File: config.mk
export PLATFORM = sky130hd
export DESIGN_NAME = uart_char_rx
export DESIGN_NICKNAME = d
export VERILOG_FILES = /design/src/rtl/uart_char_rx_pkg.sv /design/src/rtl/byte_fifo.sv /design/src/rtl/uart_char_rx.sv
export SDC_FILE = /design/constraint.sdc
export NUM_CORES = 1
export LEC_CHECK = 0
export BUFFER_PORTS_ARGS = -buffer_cell sky130_fd_sc_hd__buf_2
export CORE_MARGIN = 2
export CORE_UTILIZATION = 43
export CTS_CLUSTER_SIZE = 28
export DETAILED_ROUTE_END_ITERATION = 7
export REMOVE_ABC_BUFFERS = 1
export SLEW_MARGIN = 0
export SYNTH_ARGS = -nofsm -noshare
export SYNTH_HDL_FRONTEND = slang
export SYNTH_HIERARCHICAL = 1
export SYNTH_SLANG_ARGS = --single-unit
File: constraint.sdc
create_clock -name clk_in -period 4 [get_ports clk_in]
set_clock_uncertainty 0.2 [all_clocks]
set_input_delay 0.4 -clock clk_in [delete_from_list [all_inputs] [get_ports clk_in]]
set_output_delay 0.4 -clock clk_in [all_outputs]
set_load 0.02 [all_outputs]
File: src/rtl/uart_char_rx_pkg.sv
// Constants shared by the UART receive path.
package uart_char_rx_pkg;

   localparam logic        UART_IDLE_LEVEL = 1'b1;
   localparam int unsigned UART_DATA_BITS  = 8;

endpackage

File: src/rtl/byte_fifo.sv
// Synchronous first-word-fall-through FIFO; head word is visible whenever not empty.
module byte_fifo #(
   parameter int WIDTH = 8,
   parameter int DEPTH = 16
) (
   input  logic                     clk,
   input  logic                     rst,
   input  logic                     push,
   input  logic [WIDTH-1:0]         push_data,
   input  logic                     pop,
   output logic [WIDTH-1:0]         pop_data,
   output logic                     full,
   output logic                     empty,
   output logic [$clog2(DEPTH):0]   count
);

   localparam int AW = $clog2(DEPTH);

   logic [WIDTH-1:0] mem [DEPTH];
   logic [AW-1:0]    wr_ptr;
   logic [AW-1:0]    rd_ptr;
   logic             do_push;
   logic             do_pop;

   assign full     = (count == (AW+1)'(DEPTH));
   assign empty    = (count == '0);
   // A full FIFO still accepts a push when a pop frees the head slot in the same cycle.
   assign do_pop   = pop && !empty;
   assign do_push  = push && (!full || do_pop);
   assign pop_data = empty ? '0 : mem[rd_ptr];

   always_ff @(posedge clk) begin
      if (do_push) begin
         mem[wr_ptr] <= push_data;
      end
   end

   always_ff @(posedge clk) begin
      if (rst) begin
         wr_ptr <= '0;
         rd_ptr <= '0;
         count  <= '0;
      end else begin
         if (do_push) begin
            wr_ptr <= wr_ptr + AW'(1);
         end
         if (do_pop) begin
            rd_ptr <= rd_ptr + AW'(1);
         end
         case ({do_push, do_pop})
            2'b10:   count <= count + (AW+1)'(1);
            2'b01:   count <= count - (AW+1)'(1);
            default: count <= count;
         endcase
      end
   end

endmodule

File: src/rtl/uart_char_rx.sv
// 8N1 UART receiver: synchroniser, bit timer and framing FSM feeding a byte FIFO.
module uart_char_rx
   import uart_char_rx_pkg::*;
#(
   parameter int CLKS_PER_BIT = 868,
   parameter int FIFO_DEPTH   = 16
) (
   input  logic                          clk_in,
   input  logic                          rst_in,
   input  logic                          rx_in,
   output logic [7:0]                    char_out,
   output logic                          char_out_valid,
   input  logic                          char_out_ready,
   output logic                          framing_error,
   output logic                          overflow,
   output logic [$clog2(FIFO_DEPTH):0]   fifo_count
);

   localparam int TW = $clog2(CLKS_PER_BIT);
   localparam int IW = $clog2(UART_DATA_BITS);
   localparam logic [TW-1:0] HALF_LAST = TW'(CLKS_PER_BIT/2 - 1);
   localparam logic [TW-1:0] FULL_LAST = TW'(CLKS_PER_BIT - 1);
   localparam logic [IW-1:0] IDX_LAST  = IW'(UART_DATA_BITS - 1);

   typedef enum logic [2:0] {
      RX_IDLE,
      RX_START,
      RX_DATA,
      RX_STOP,
      RX_BREAK
   } rx_state_t;

   rx_state_t                 state;
   logic                      rx_meta;
   logic                      rx_s;
   logic [TW-1:0]             timer;
   logic [IW-1:0]             idx;
   logic [UART_DATA_BITS-1:0] shreg;
   logic                      push;
   logic                      pop;
   logic                      full;
   logic                      empty;

   always_ff @(posedge clk_in) begin
      if (rst_in) begin
         rx_meta <= UART_IDLE_LEVEL;
         rx_s    <= UART_IDLE_LEVEL;
      end else begin
         rx_meta <= rx_in;
         rx_s    <= rx_meta;
      end
   end

   // Byte is written on the stop-sample cycle itself, so the push is decoded combinationally.
   assign push           = (state == RX_STOP) && (timer == FULL_LAST) && (rx_s == UART_IDLE_LEVEL);
   assign pop            = char_out_valid && char_out_ready;
   assign char_out_valid = !empty;

   always_ff @(posedge clk_in) begin
      if (rst_in) begin
         state         <= RX_IDLE;
         timer         <= '0;
         idx           <= '0;
         shreg         <= '0;
         framing_error <= 1'b0;
         overflow      <= 1'b0;
      end else begin
         framing_error <= 1'b0;
         overflow      <= push && full && !pop;
         case (state)
            RX_IDLE: begin
               timer <= '0;
               if (rx_s != UART_IDLE_LEVEL) begin
                  state <= RX_START;
               end
            end
            RX_START: begin
               if (timer == HALF_LAST) begin
                  timer <= '0;
                  idx   <= '0;
                  state <= (rx_s == UART_IDLE_LEVEL) ? RX_IDLE : RX_DATA;
               end else begin
                  timer <= timer + TW'(1);
               end
            end
            RX_DATA: begin
               if (timer == FULL_LAST) begin
                  timer <= '0;
                  shreg <= {rx_s, shreg[UART_DATA_BITS-1:1]};
                  if (idx == IDX_LAST) begin
                     state <= RX_STOP;
                  end else begin
                     idx <= idx + IW'(1);
                  end
               end else begin
                  timer <= timer + TW'(1);
               end
            end
            RX_STOP: begin
               if (timer == FULL_LAST) begin
                  timer <= '0;
                  if (rx_s == UART_IDLE_LEVEL) begin
                     state <= RX_IDLE;
                  end else begin
                     framing_error <= 1'b1;
                     state         <= RX_BREAK;
                  end
               end else begin
                  timer <= timer + TW'(1);
               end
            end
            RX_BREAK: begin
               timer <= '0;
               if (rx_s == UART_IDLE_LEVEL) begin
                  state <= RX_IDLE;
               end
            end
            default: begin
               state <= RX_IDLE;
               timer <= '0;
            end
         endcase
      end
   end

   byte_fifo #(
      .WIDTH (UART_DATA_BITS),
      .DEPTH (FIFO_DEPTH)
   ) u_fifo (
      .clk       (clk_in),
      .rst       (rst_in),
      .push      (push),
      .push_data (shreg),
      .pop       (pop),
      .pop_data  (char_out),
      .full      (full),
      .empty     (empty),
      .count     (fifo_count)
   );

endmodule

# Yosys cells after proc, flatten, opt, wreduce, memory -nomap -nowiden

Memories as Yosys holds them, arrays and structs flattened. A register that Yosys moved wholly into a read port is not among the register bits.
Cells that the tools add are included.

Memories: 1
Input port bits: 4
Flip-flop bits (word level): 41
Memory bits (writable): 128

Memories:

| name       | depth | bits a word | read ports | clocked after Yosys merged registers in | wr ports | line            | text |
|---|---|---|---|---|---|---|---|
| u_fifo.mem | 16    | 8           | 1          | 1                                       | 1        | byte_fifo.sv:19 | `logic [WIDTH-1:0] mem [DEPTH];` |

Add/sub/neg operators: 6
Bitwise operators: 2
Muxes and demuxes: 23
Equality and inequality tests: 17
Reductions and logical operators: 20

Operator list:

| operator                                         | number |
|---|---|
| 2-to-1 mux 3 bit                                 | 10 |
| 2-to-1 mux 10 bit                                | 2 |
| case mux 10 bit (2 select lines)                 | 1 |
| case mux 3 bit (5 select lines)                  | 1 |
| inequality test 2 bit, second input constant     | 6 |
| adder 10 x 1 -> 10 bit, second input constant    | 1 |
| == test 10 bit, second input constant            | 1 |
| == test 10 x 9 -> 1 bit, second input constant   | 1 |
| case mux 5 bit (2 select lines)                  | 1 |
| adder 4 x 1 -> 4 bit, second input constant      | 2 |
| 2-to-1 mux 4 bit                                 | 2 |
| 2-to-1 mux 8 bit                                 | 1 |
| logical AND 1 bit                                | 7 |
| == test 3 x 2 -> 1 bit, second input constant    | 2 |
| == test 3 bit, second input constant             | 2 |
| case mux 3 bit (2 select lines)                  | 1 |
| AND reduction 6 bit                              | 1 |
| adder 5 x 1 -> 5 bit, second input constant      | 1 |
| == test 5 bit, second input constant             | 1 |
| zero test 5 bit                                  | 1 |
| subtractor 5 x 1 -> 5 bit, second input constant | 1 |
| AND reduction 4 bit                              | 1 |
| nonzero test 2 bit                               | 2 |
| adder 3 x 1 -> 3 bit, second input constant      | 1 |
| other kinds (13)                                 | 18 |

# Logic depth before layout (Yosys ltp)

Gate-level depths: netlist (run 1).

Word-level depth: 8
Depth in mapped cells: 13
Depth with buffers taken out: 12

# Cells and area by module

The synthesis (run 1) kept the hierarchy.

Modules (own cells, without submodules):

| module       | instances | cells an instance | area each (µm²) |
|---|---|---|---|
| byte_fifo    | 1         | 332               | 5964.5 |
| uart_char_rx | 1         | 151               | 1366.3 |

# Least setup slack after synthesis (run 1)

OpenSTA, ideal clock, no wires.

Path kind: register to register
Start: register u_fifo.count[3]
End: register u_fifo.count[4]
Slack: 0.507 ns
Arrival time: 3.159 ns
Data required time: 3.666 ns
Cell stages (with the launch flop): 13
Library setup time: 0.134 ns
Cell sequence: dfxtp_1 > or4_4 > buf_6 > nor2_1 > nor2b_1 > nor2b_1 > o21ai_2 > inv_2 > ha_1 > nand2b_1 > o2bb2ai_1 > a2111oi_0 > or4_1

Word-level cells in the longest chain between the ends: 8

RTL lines:

| element                                                                      | line               | text |
|---|---|---|
| from (decl)                                                                  | byte_fifo.sv:14    | `output logic [$clog2(DEPTH):0] count` |
| from (signal assigned)                                                       | byte_fifo.sv:51    | `2'b10: count <= count + (AW+1)'(1);` |
| from (signal assigned)                                                       | byte_fifo.sv:52    | `2'b01: count <= count - (AW+1)'(1);` |
| from (signal assigned)                                                       | byte_fifo.sv:53    | `default: count <= count;` |
| zero test 5 bit (*)                                                          | byte_fifo.sv:26    | `assign empty = (count == '0);` |
| named net empty                                                              | uart_char_rx.sv:42 | `logic empty;` |
| zero test 1 bit (*)                                                          | uart_char_rx.sv:57 | `assign char_out_valid = !empty;` |
| logical AND 1 bit (*)                                                        | uart_char_rx.sv:56 | `assign pop = char_out_valid && char_out_ready;` |
| named net pop                                                                | uart_char_rx.sv:40 | `logic pop;` |
| logical AND 1 bit (*)                                                        | byte_fifo.sv:28    | `assign do_pop = pop && !empty;` |
| logical OR 1 bit                                                             | byte_fifo.sv:29    | `assign do_push = push && (!full \|\| do_pop);` |
| logical AND 1 bit                                                            | byte_fifo.sv:29    |  |
| == test 2 x 1 -> 1 bit / == test 2 bit (equally long branches)               | byte_fifo.sv:50    | `case ({do_push, do_pop})` |
| case mux 5 bit (2 select lines) / nonzero test 2 bit (equally long branches) | -                  |  |

The timed path passes the listed nets; every way through them passes the cells marked *.
A chain may end at the register's enable or synchronous reset.

# Worst setup path in the final report (run 1)

Start: register timer[0]
End: register u_fifo.count[4]

Word-level cells in the longest chain between the ends: 6

RTL lines:

| element                                                                      | line                | text |
|---|---|---|
| from (decl)                                                                  | uart_char_rx.sv:36  | `logic [TW-1:0] timer;` |
| from (signal assigned)                                                       | uart_char_rx.sv:83  | `timer <= timer + TW'(1);` |
| from (signal assigned)                                                       | uart_char_rx.sv:96  | `timer <= timer + TW'(1);` |
| from (signal assigned)                                                       | uart_char_rx.sv:109 | `timer <= timer + TW'(1);` |
| == test 10 bit (*)                                                           | uart_char_rx.sv:55  | `assign push = (state == RX_STOP) && (timer == FULL_LAST) && (rx_s == UART_IDLE_LEVEL);` |
| logical AND 1 bit (*) (2 in a row)                                           | uart_char_rx.sv:55  |  |
| named net push                                                               | uart_char_rx.sv:39  | `logic push;` |
| logical AND 1 bit (*)                                                        | byte_fifo.sv:29     |  |
| == test 2 x 1 -> 1 bit / == test 2 bit (equally long branches)               | byte_fifo.sv:50     |  |
| case mux 5 bit (2 select lines) / nonzero test 2 bit (equally long branches) | -                   |  |

Marks and branches as above.

==> results of run 1 <==
-- power groups by stage --
stage          clock network (mW)  logic, mW  registers (mW)
4_1_cts                      1.73      0.321            1.95
5_1_grt                      1.81      0.346            1.96
3_5_place_dp                    0      0.318            1.99
3_3_place_gp                    0      0.310            1.99
2_1_floorplan                   0      0.222            2.00
6_report                     1.69      0.320            1.95
-- kinds of logic after synthesis --
| logic type | Yosys count | share of synthesized area |
|---|---|---|
| and+or+nand+nor | 140 | 0.1084 |
| xor gates and xnor gates | 12 | 0.01434 |
| AOI/OAI and AO/OA | 57 | 0.06179 |
| buffers and inverters | 42 | 0.02696 |
| muxes | 46 | 0.1181 |
| adders and majority gates | 13 | 0.02321 |
| DFF | 173 | 0.6472 |
-- cell usage after synthesis, types with 8 or more instances --
library cell | n | area share
a21oi_1 | 12 | 0.0082
xor2_1 | 8 | 0.0096
clkbuf_1 | 9 | 0.0046
nand2_1 | 25 | 0.013
nor2b_1 | 12 | 0.010
edfxtp_1 | 128 | 0.52
dfxtp_1 | 45 | 0.12
a211oi_1 | 16 | 0.016
inv_1 | 16 | 0.0082
mux4_2 | 32 | 0.098
nand3_1 | 8 | 0.0055
ha_1 | 12 | 0.020
mux2i_1 | 13 | 0.018
nor2_1 | 36 | 0.018
-- final timing paths --
check	slack, ns	cells past startpoint	end
worst max-delay path	0.38	11	u_fifo/count[4]
worst min-delay path	0.22	1	rx_s
worst max register to register	0.38	11	u_fifo/count[4]
worst min register to register	0.22	1	rx_s
-- worst register-to-register path: stages, from the launching register on --
cell,delay (ns)
dfxtp_1,0.40
ha_1,0.24
and4bb_2,0.29
nor3b_2,0.27
and3_1,0.46
nor2b_1,0.11
o21ai_2,0.10
inv_2,0.13
ha_1,0.33
o2bb2ai_1,0.31
a2111oi_0,0.11
or4_1,0.54
-- registers in the layout, indices dropped and copies added (netlist names), 3 cells and up, named ones only --
| signal | count |
|---|---|
| timer | 10 |
| u_fifo/mem | 128 |
| shreg | 8 |
| u_fifo/rd_ptr | 4 |
| state | 3 |
| u_fifo/count | 5 |
| idx | 3 |
| u_fifo/wr_ptr | 4 |
-- routing by layer --
metal / wire [um] / track usage / vias to the layer above / share of wire
li1: - / - / 1912 / -
met1: 6453 / 0.2292 / 2094 / 0.45
met2: 6954 / 0.2730 / 88 / 0.49
met3: 676 / 0.04129 / 12 / 0.047
met4: 165 / 0.05614 / 0 / 0.012
met5: 0 / 0 / - / 0
-- area by class of cell --
cell class	count	area (sq um)
clock buffers	18	429.2
clock inverters	14	178.9
fillers	1411	8353
inverters	17	63.81
multi-input cells	268	2389
flip-flops and latches	173	4746
well taps	220	275.3
repair buffers	32	207.7
-- stage by stage --
stage | setup slack [ns] | area [sq um] | power [mW] | hold slack (ns) | cells
final | 0.3815 | 8289 | 3.962 | 0.2158 | 742
after global routing | 0.1857 | 8289 | 4.113 | 0.2341 | 742
after CTS | 0.4176 | 8289 | 4.002 | 0.2175 | 742
after detailed placement | 0.4245 | 7671 | 2.312 | 0.2024 | 709
after global placement | 0.5944 | 7671 | 2.303 | 0.1937 | 709
after floorplan | 0.5450 | 7197 | 2.218 | 0.1895 | 458
==> results_dict.tcl, run 1 <==
set metrics [dict create \
    area_delta_synth_final_pct 13.07 \
    dieArea_sq_mm 0.01811 \
    buffer_ports.inserted 19 \
    synth_ff_type "edfxtp_1" \
    rsz0062_at_grt "no" \
    worst-path-max-fanout 11 \
    final-setup-viol-count 0 \
    place_hpwl_mm 9.029 \
    max_slew_margin 0.5048 \
    synth_edf_count 128 \
    fp.dieH_um 134.6 \
    netlist_instances 483 \
    antenna_found_initial 0 \
    final_nets 526 \
    worst_pin_slew_ns 0.7418 \
    final_common_cell "edfxtp_1" \
    combPwrFrac 0.081 \
    clk_latency_ns 0.43 \
    gp_congestion 0.7408 \
    crit_buf_inv 1 \
    syn-cell-area_sq_mm 0.007331 \
    vias 4106 \
    drt_iter0_drc 263 \
    powerDensity_mw_per_mm2 478.0 \
    p_clk_frac 0.426 \
    synth_seq_cells 173 \
    netSwitchingPower_mw 0.9177 \
    internal-power_mw 3.044 \
    via_per_inst 5.534 \
    cts_hold_buf 1 \
    final.setup.tns_ns 0 \
    layout_common_cells "128 x edfxtp_1, 44 x dfxtp_1, 36 x nor2_1" \
    ys.warnings.count 6 \
    postCtsSetupBuffers 0 \
    switching_share 0.2316 \
    worstPathArrival_ns 3.72 \
    initial_core_util 0.4405 \
    crit_type "flip-flop to flip-flop" \
    period_share 0.9046 \
    finalHoldViolCount 0 \
    die_w_um 134.6 \
    htree_levels 4 \
    layout-drive-gt1-share 0.2299 \
    grt_max_degree 36 \
    clkTransAtPathRegs_ns 0.06 \
    grt_pass1_vias 4140 \
    status "finished clean" \
    max_freq_mhz 276.4 \
    async_reset_ff_frac 0 \
    pwr-share-seq 0.493 \
    cts_tree "built" \
    crit_chain "ha_1 > and4bb_2 > nor3b_2 > and3_1 > nor2b_1 > o21ai_2 > inv_2 > ha_1 > o2bb2ai_1 > a2111oi_0 > or4_1" \
    ctsResizeCount 0 \
    start_kind "flip-flop" \
    min_from "rx_meta" \
    diodes 0 \
    placementRows 47 \
    min_period_ns 3.618 \
    slowest_stage "or4_1" \
    cap_violations 0 \
    drc 0 \
    grt.total_usage 0.1699 \
    cp-end-kind "flip-flop" \
    peakVddDrop_uv 348.2 \
    core_area_sq_mm 0.01664 \
    cp_top_family "simple AND/OR/NAND/NOR gates" \
    routedWlPerCell_um 19.20 \
    leakage_nw 2.807 \
    cts.path.max_buffers 2 \
    holdCritPathClass "flip-flop to flip-flop" \
    ys_types 63 \
    crit_path_start "timer[0]" \
    finalMaxSlewViolations 0 \
    utilization 0.4981 \
    worstReg2RegStart "timer[0]" \
    crit_path_frequent_cell "ha_1" \
    wl_mm 14.25 \
    cts.sinks 173 \
    drtAntennaViolNets 0 \
    grt_pass1_wl_mm 22.73 \
    numCtsBuffers 17 \
    grt_overflow_total 0 \
    crit_path_max_incr_delay_ns 0.54 \
    io_pins 20 \
    root_buffer "clkbuf_16" \
    ys_seq_area_frac 0.6472 \
    required_ns 4.10 \
    firstDrtPassIters 5 \
    syn_avg_cell_area_sq_um 15.18 \
]
No activity file was read; power rests on OpenSTA's default activity.
==> run 2: changes to the inputs <==
Settings changed: CELL_PAD_IN_SITES_DETAIL_PLACEMENT set to 0, CELL_PAD_IN_SITES_GLOBAL_PLACEMENT set to 1, PLACE_DENSITY_LB_ADDON set to 0.1.
==> results_dict.tcl, run 2 (synthesized netlist as in run 1, its figures left out) <==
set metrics [dict create \
    buffer_ports.inserted 19 \
    p_clk_frac 0.402 \
    crit_path_frequent_cell "nor2b_1" \
    die_w_um 134.6 \
    firstDrtPassIters 4 \
    r2r-end "u_fifo/count[4]" \
    cp-end-kind "flip-flop" \
    cap_violations 0 \
    max_slew_margin 0.5279 \
    final_nets 527 \
    fp.dieH_um 134.6 \
    initial_core_util 0.4405 \
    numCtsBuffers 17 \
    drc 0 \
    drt_iter0_drc 206 \
    postCtsSetupBuffers 0 \
    whs_endpoint "rx_s" \
    final-setup-viol-count 0 \
    cts.path.max_buffers 2 \
    utilization 0.4955 \
    slowest_stage "or4_4" \
    grt_pass1_wl_mm 22.70 \
    worst-path-max-fanout 11 \
    pwr-share-seq 0.514 \
    period_share 0.8316 \
    layout-drive-gt1-share 0.2314 \
    fin_ws_ns 0.6738 \
    via_per_inst 5.390 \
    fin_cells 743 \
    regMostFlops "u_fifo/mem" \
    combPwrFrac 0.084 \
    crit_chain "or4_4 > nor2_1 > nor2b_1 > nor2b_1 > o21ai_2 > inv_2 > ha_1 > nand2b_1 > o2bb2ai_1 > a2111oi_0 > or4_1" \
    vias 4005 \
    diodes 0 \
    grt_max_degree 36 \
    switching_share 0.2365 \
    core_area_sq_mm 0.01664 \
    area_delta_synth_final_pct 12.48 \
    worstReg2RegStart "u_fifo/count[0]" \
    finalMaxSlewViolations 0 \
    holdCritPathClass "flip-flop to flip-flop" \
    finalHoldViolCount 0 \
    rsz0062_at_grt "no" \
    worstPathArrival_ns 3.43 \
    antenna_found_initial 0 \
    clk_latency_ns 0.43 \
    leakage_nw 2.775 \
    grt_overflow_total 0 \
    r2r_slack_ns 0.67 \
    io_pins 20 \
    largest_reg_flops 128 \
    routedWlPerCell_um 18.73 \
    final.setup.tns_ns 0 \
    r2r_cells 11 \
    placed_cells 710 \
    place_hpwl_mm 9.017 \
    netSwitchingPower_mw 0.9006 \
    fin_hold_ws_ns 0.2091 \
    powerDensity_mw_per_mm2 461.8 \
    grt_pass1_vias 4179 \
    drtAntennaViolNets 0 \
    min_period_ns 3.326 \
    place_area_sq_mm 0.007685 \
    root_buffer "clkbuf_16" \
    largestRegisters "u_fifo/mem (128), timer (10), shreg (8)" \
    peakVddDrop_uv 302.1 \
    gp_congestion 0.7898 \
    final_common_cell "edfxtp_1" \
    worst_pin_slew_ns 0.7072 \
    start_kind "flip-flop" \
    cts_tree "built" \
    required_ns 4.10 \
    placementRows 47 \
    power_mw 3.807 \
    clkTransAtPathRegs_ns 0.07 \
    grt.total_usage 0.1670 \
    max_freq_mhz 300.6 \
    layout_common_cells "128 x edfxtp_1, 44 x dfxtp_1, 36 x nor2_1" \
    crit_path_max_incr_delay_ns 0.64 \
    internal-power_mw 2.907 \
    post-place-ws_ns 0.7103 \
    design_area_sq_mm 0.008245 \
    hold_path_depth 1 \
    wl_mm 13.92 \
    min_from "rx_meta" \
    htree_levels 4 \
    status "finished clean" \
    crit_type "flip-flop to flip-flop" \
    fillCellCount 1429 \
    cts.sinks 173 \
    dieArea_sq_mm 0.01811 \
]
run 2: layer usage:
layer  vias up  global-route usage  part of all wire
li1       1906                   -                 -
met1      2028              0.2132              0.45
met2        53              0.2829              0.51
met3        18             0.03604             0.027
met4         0             0.05965             0.016
met5         -                   0                 0
run 2: layout make-up:
class | count | area (sq um) | area share
well taps | 220 | 275.3 | 0.03338
clock inverters | 13 | 117.6 | 0.01426
clock buffers | 19 | 432.9 | 0.05250
multi-input cells | 268 | 2395 | 0.2904
inverters | 17 | 63.81 | 0.007739
flip-flops and latches | 173 | 4746 | 0.5756
repair buffers | 33 | 215.2 | 0.02610
run 2: worst max-delay path: cells and delay by family, from the launching register on:
family                   cells  cell delay, ns
AND/OR/NAND/NOR              6            1.82
flip-flops                   1            0.37
AO/OA/AOI/OAI                3            0.36
adder cells (fa/ha/maj)      1            0.32
buffers and inverters        1            0.13
run 2: power by group through the flow:
stage	sequential, mW	clock (mW)	combinational [mW]
2_1_floorplan	2.00	0	0.222
3_3_place_gp	1.99	0	0.317
3_5_place_dp	1.99	0	0.324
4_1_cts	1.95	1.57	0.326
5_1_grt	1.96	1.64	0.349
6_report	1.96	1.53	0.320
run 2: worst max-delay path by stage:
stage,endpoint,cells past startpoint,start
after floorplan,u_fifo/count[4],11,u_fifo/count[3]
after detailed placement,u_fifo/count[4],11,u_fifo/count[3]
after CTS,char_out[3],6,flip-flop
after global placement,u_fifo/count[4],10,u_fifo/count[3]
after global routing,u_fifo/count[4],11,u_fifo/count[0]
final,u_fifo/count[4],11,u_fifo/count[0]
run 2: repair_timing:
item	in CTS	in global routing
endpoints found under the hold margin	1	0
gates resized for setup	0	0
setup endpoints to repair	0	0
hold buffers	1	0
==> run 3: changes to the inputs <==
Clock period 4 ns to 3.2 ns, I/O delays scaled along.
==> results_dict.tcl, run 3 (synthesized netlist as in run 1, its figures left out) <==
set metrics [dict create \
    status "finished clean" \
    worst_pin_slew_ns 0.6750 \
    crit_type "flip-flop to flip-flop" \
    grt_max_degree 33 \
    cts.path.max_buffers 2 \
    antenna_found_initial 0 \
    buffer_ports.inserted 19 \
    cts.sinks 173 \
    cts_tree "built" \
    drtAntennaViolNets 0 \
    largest_reg_flops 128 \
    core_area_sq_mm 0.01664 \
    firstDrtPassIters 6 \
    worst-path-max-fanout 11 \
    root_buffer "clkbuf_16" \
    regMostFlops "u_fifo/mem" \
    routedWlPerCell_um 18.61 \
    final-setup-viol-count 0 \
    fp.dieH_um 134.6 \
    fillCellCount 1392 \
    largestRegisters "u_fifo/mem (128), timer (10), shreg (8)" \
    route.met2.wl_mm 7.191 \
    grt_overflow_total 0 \
    cp_top_family "simple AND/OR/NAND/NOR gates" \
    vias 4066 \
    dieArea_sq_mm 0.01811 \
    htree_levels 4 \
    finalHoldViolCount 0 \
    final_common_cell "edfxtp_1" \
    diodes 0 \
    rsz0062_at_grt "no" \
    leakage_nw 2.959 \
    numCtsBuffers 17 \
    crit_buf_inv 1 \
    min_period_ns 3.034 \
    max_slew_margin 0.5494 \
    max_freq_mhz 329.6 \
    drt_iter0_drc 235 \
    final_nets 549 \
    finalMaxSlewViolations 0 \
    layout_common_cells "128 x edfxtp_1, 43 x dfxtp_1, 36 x nor2_1" \
    grt.total_usage 0.1668 \
    slowest_stage "or4_1" \
    gp_congestion 0.7781 \
    top_layer "met4" \
    area_delta_synth_final_pct 16.18 \
    route.met3.wl_um 259 \
    place_hpwl_mm 9.457 \
    worstPathArrival_ns 3.12 \
    layout-drive-gt1-share 0.2716 \
    drt-met1-wl_mm 6.642 \
    required_ns 3.29 \
    fin_hold_ws_ns 0.05706 \
    io_pins 20 \
    multi_input_area_sq_mm 0.002425 \
    drc 0 \
    crit_chain "or3b_4 > nor3b_4 > and3_4 > nor2b_1 > o21ai_2 > inv_2 > ha_1 > nand2b_1 > o2bb2ai_2 > a2111oi_0 > or4_1" \
    cp-end-kind "flip-flop" \
    register_area_sq_mm 0.004747 \
    utilization 0.5118 \
    die_w_um 134.6 \
    wl_mm 14.23 \
    holdCritPathClass "primary input to flip-flop" \
    period_share 0.9482 \
    grt_pass1_vias 4072 \
    powerDensity_mw_per_mm2 576.2 \
    via_per_inst 5.315 \
    placementRows 47 \
    clk_latency_ns 0.41 \
    start_kind "flip-flop" \
    postCtsSetupBuffers 0 \
    crit_path_max_incr_delay_ns 0.51 \
    grt_pass1_wl_mm 22.50 \
    peakVddDrop_uv 364.8 \
    clkTransAtPathRegs_ns 0.06 \
    cap_violations 0 \
    initial_core_util 0.4405 \
]
run 3: through the flow:
stage,instance area (sq um),std cells,worst slack (ns),TNS (ns),power (mW)
final,8517,765,0.1658,0,4.908
after global routing,8517,765,0.006735,0,5.090
after CTS,8486,765,0.06545,0,4.959
after detailed placement,7875,732,0.07309,0,2.927
after global placement,7875,732,0.1106,0,2.926
after floorplan,7197,458,-0.2550,-0.3054,2.772
run 3: power breakdown:
| group | total, mW | internal, mW | switching [mW] |
|---|---|---|---|
| combinational | 0.471 | 0.196 | 0.275 |
| clock | 2.03 | 1.23 | 0.802 |
| sequential | 2.41 | 2.40 | 0.0107 |
run 3: worst paths after layout:
path	from	to	slack (ns)	cells past startpoint
max	timer[8]	u_fifo/count[4]	0.17	11
min	rst_in	flip-flop	0.06	2
max reg2reg	timer[8]	u_fifo/count[4]	0.17	11
min reg2reg	rx_meta	rx_s	0.21	1
run 3: final cells by class:
| class | count | share of cell area |
|---|---|---|
| flip-flops and latches | 173 | 0.5574 |
| multi-input cells | 268 | 0.2847 |
| repair buffers | 55 | 0.04760 |
| well taps | 220 | 0.03232 |
| clock inverters | 8 | 0.008961 |
| clock buffers | 24 | 0.06155 |
| inverters | 17 | 0.007492 |
run 3: worst reg2reg max path: cells and delay by family, from the launching register on:
family / cells / cell delay, ns
fa+ha+maj: 1 / 0.32
simple gates: 6 / 1.58
flops: 1 / 0.38
compound gates: 3 / 0.32
buf+inv: 1 / 0.12
run 3: timing repair:
action                                  in CTS  in global routing
resized for setup                            0                  6
endpoints found under the setup margin       0                  1
endpoints found under the hold margin        1                  0
hold buffers                                 1                  0
run 3: layer usage:
layer,vias up,global-route usage
met5,-,0
met4,0,0.04561
met3,13,0.03378
met2,38,0.2843
met1,2070,0.2191
li1,1945,-
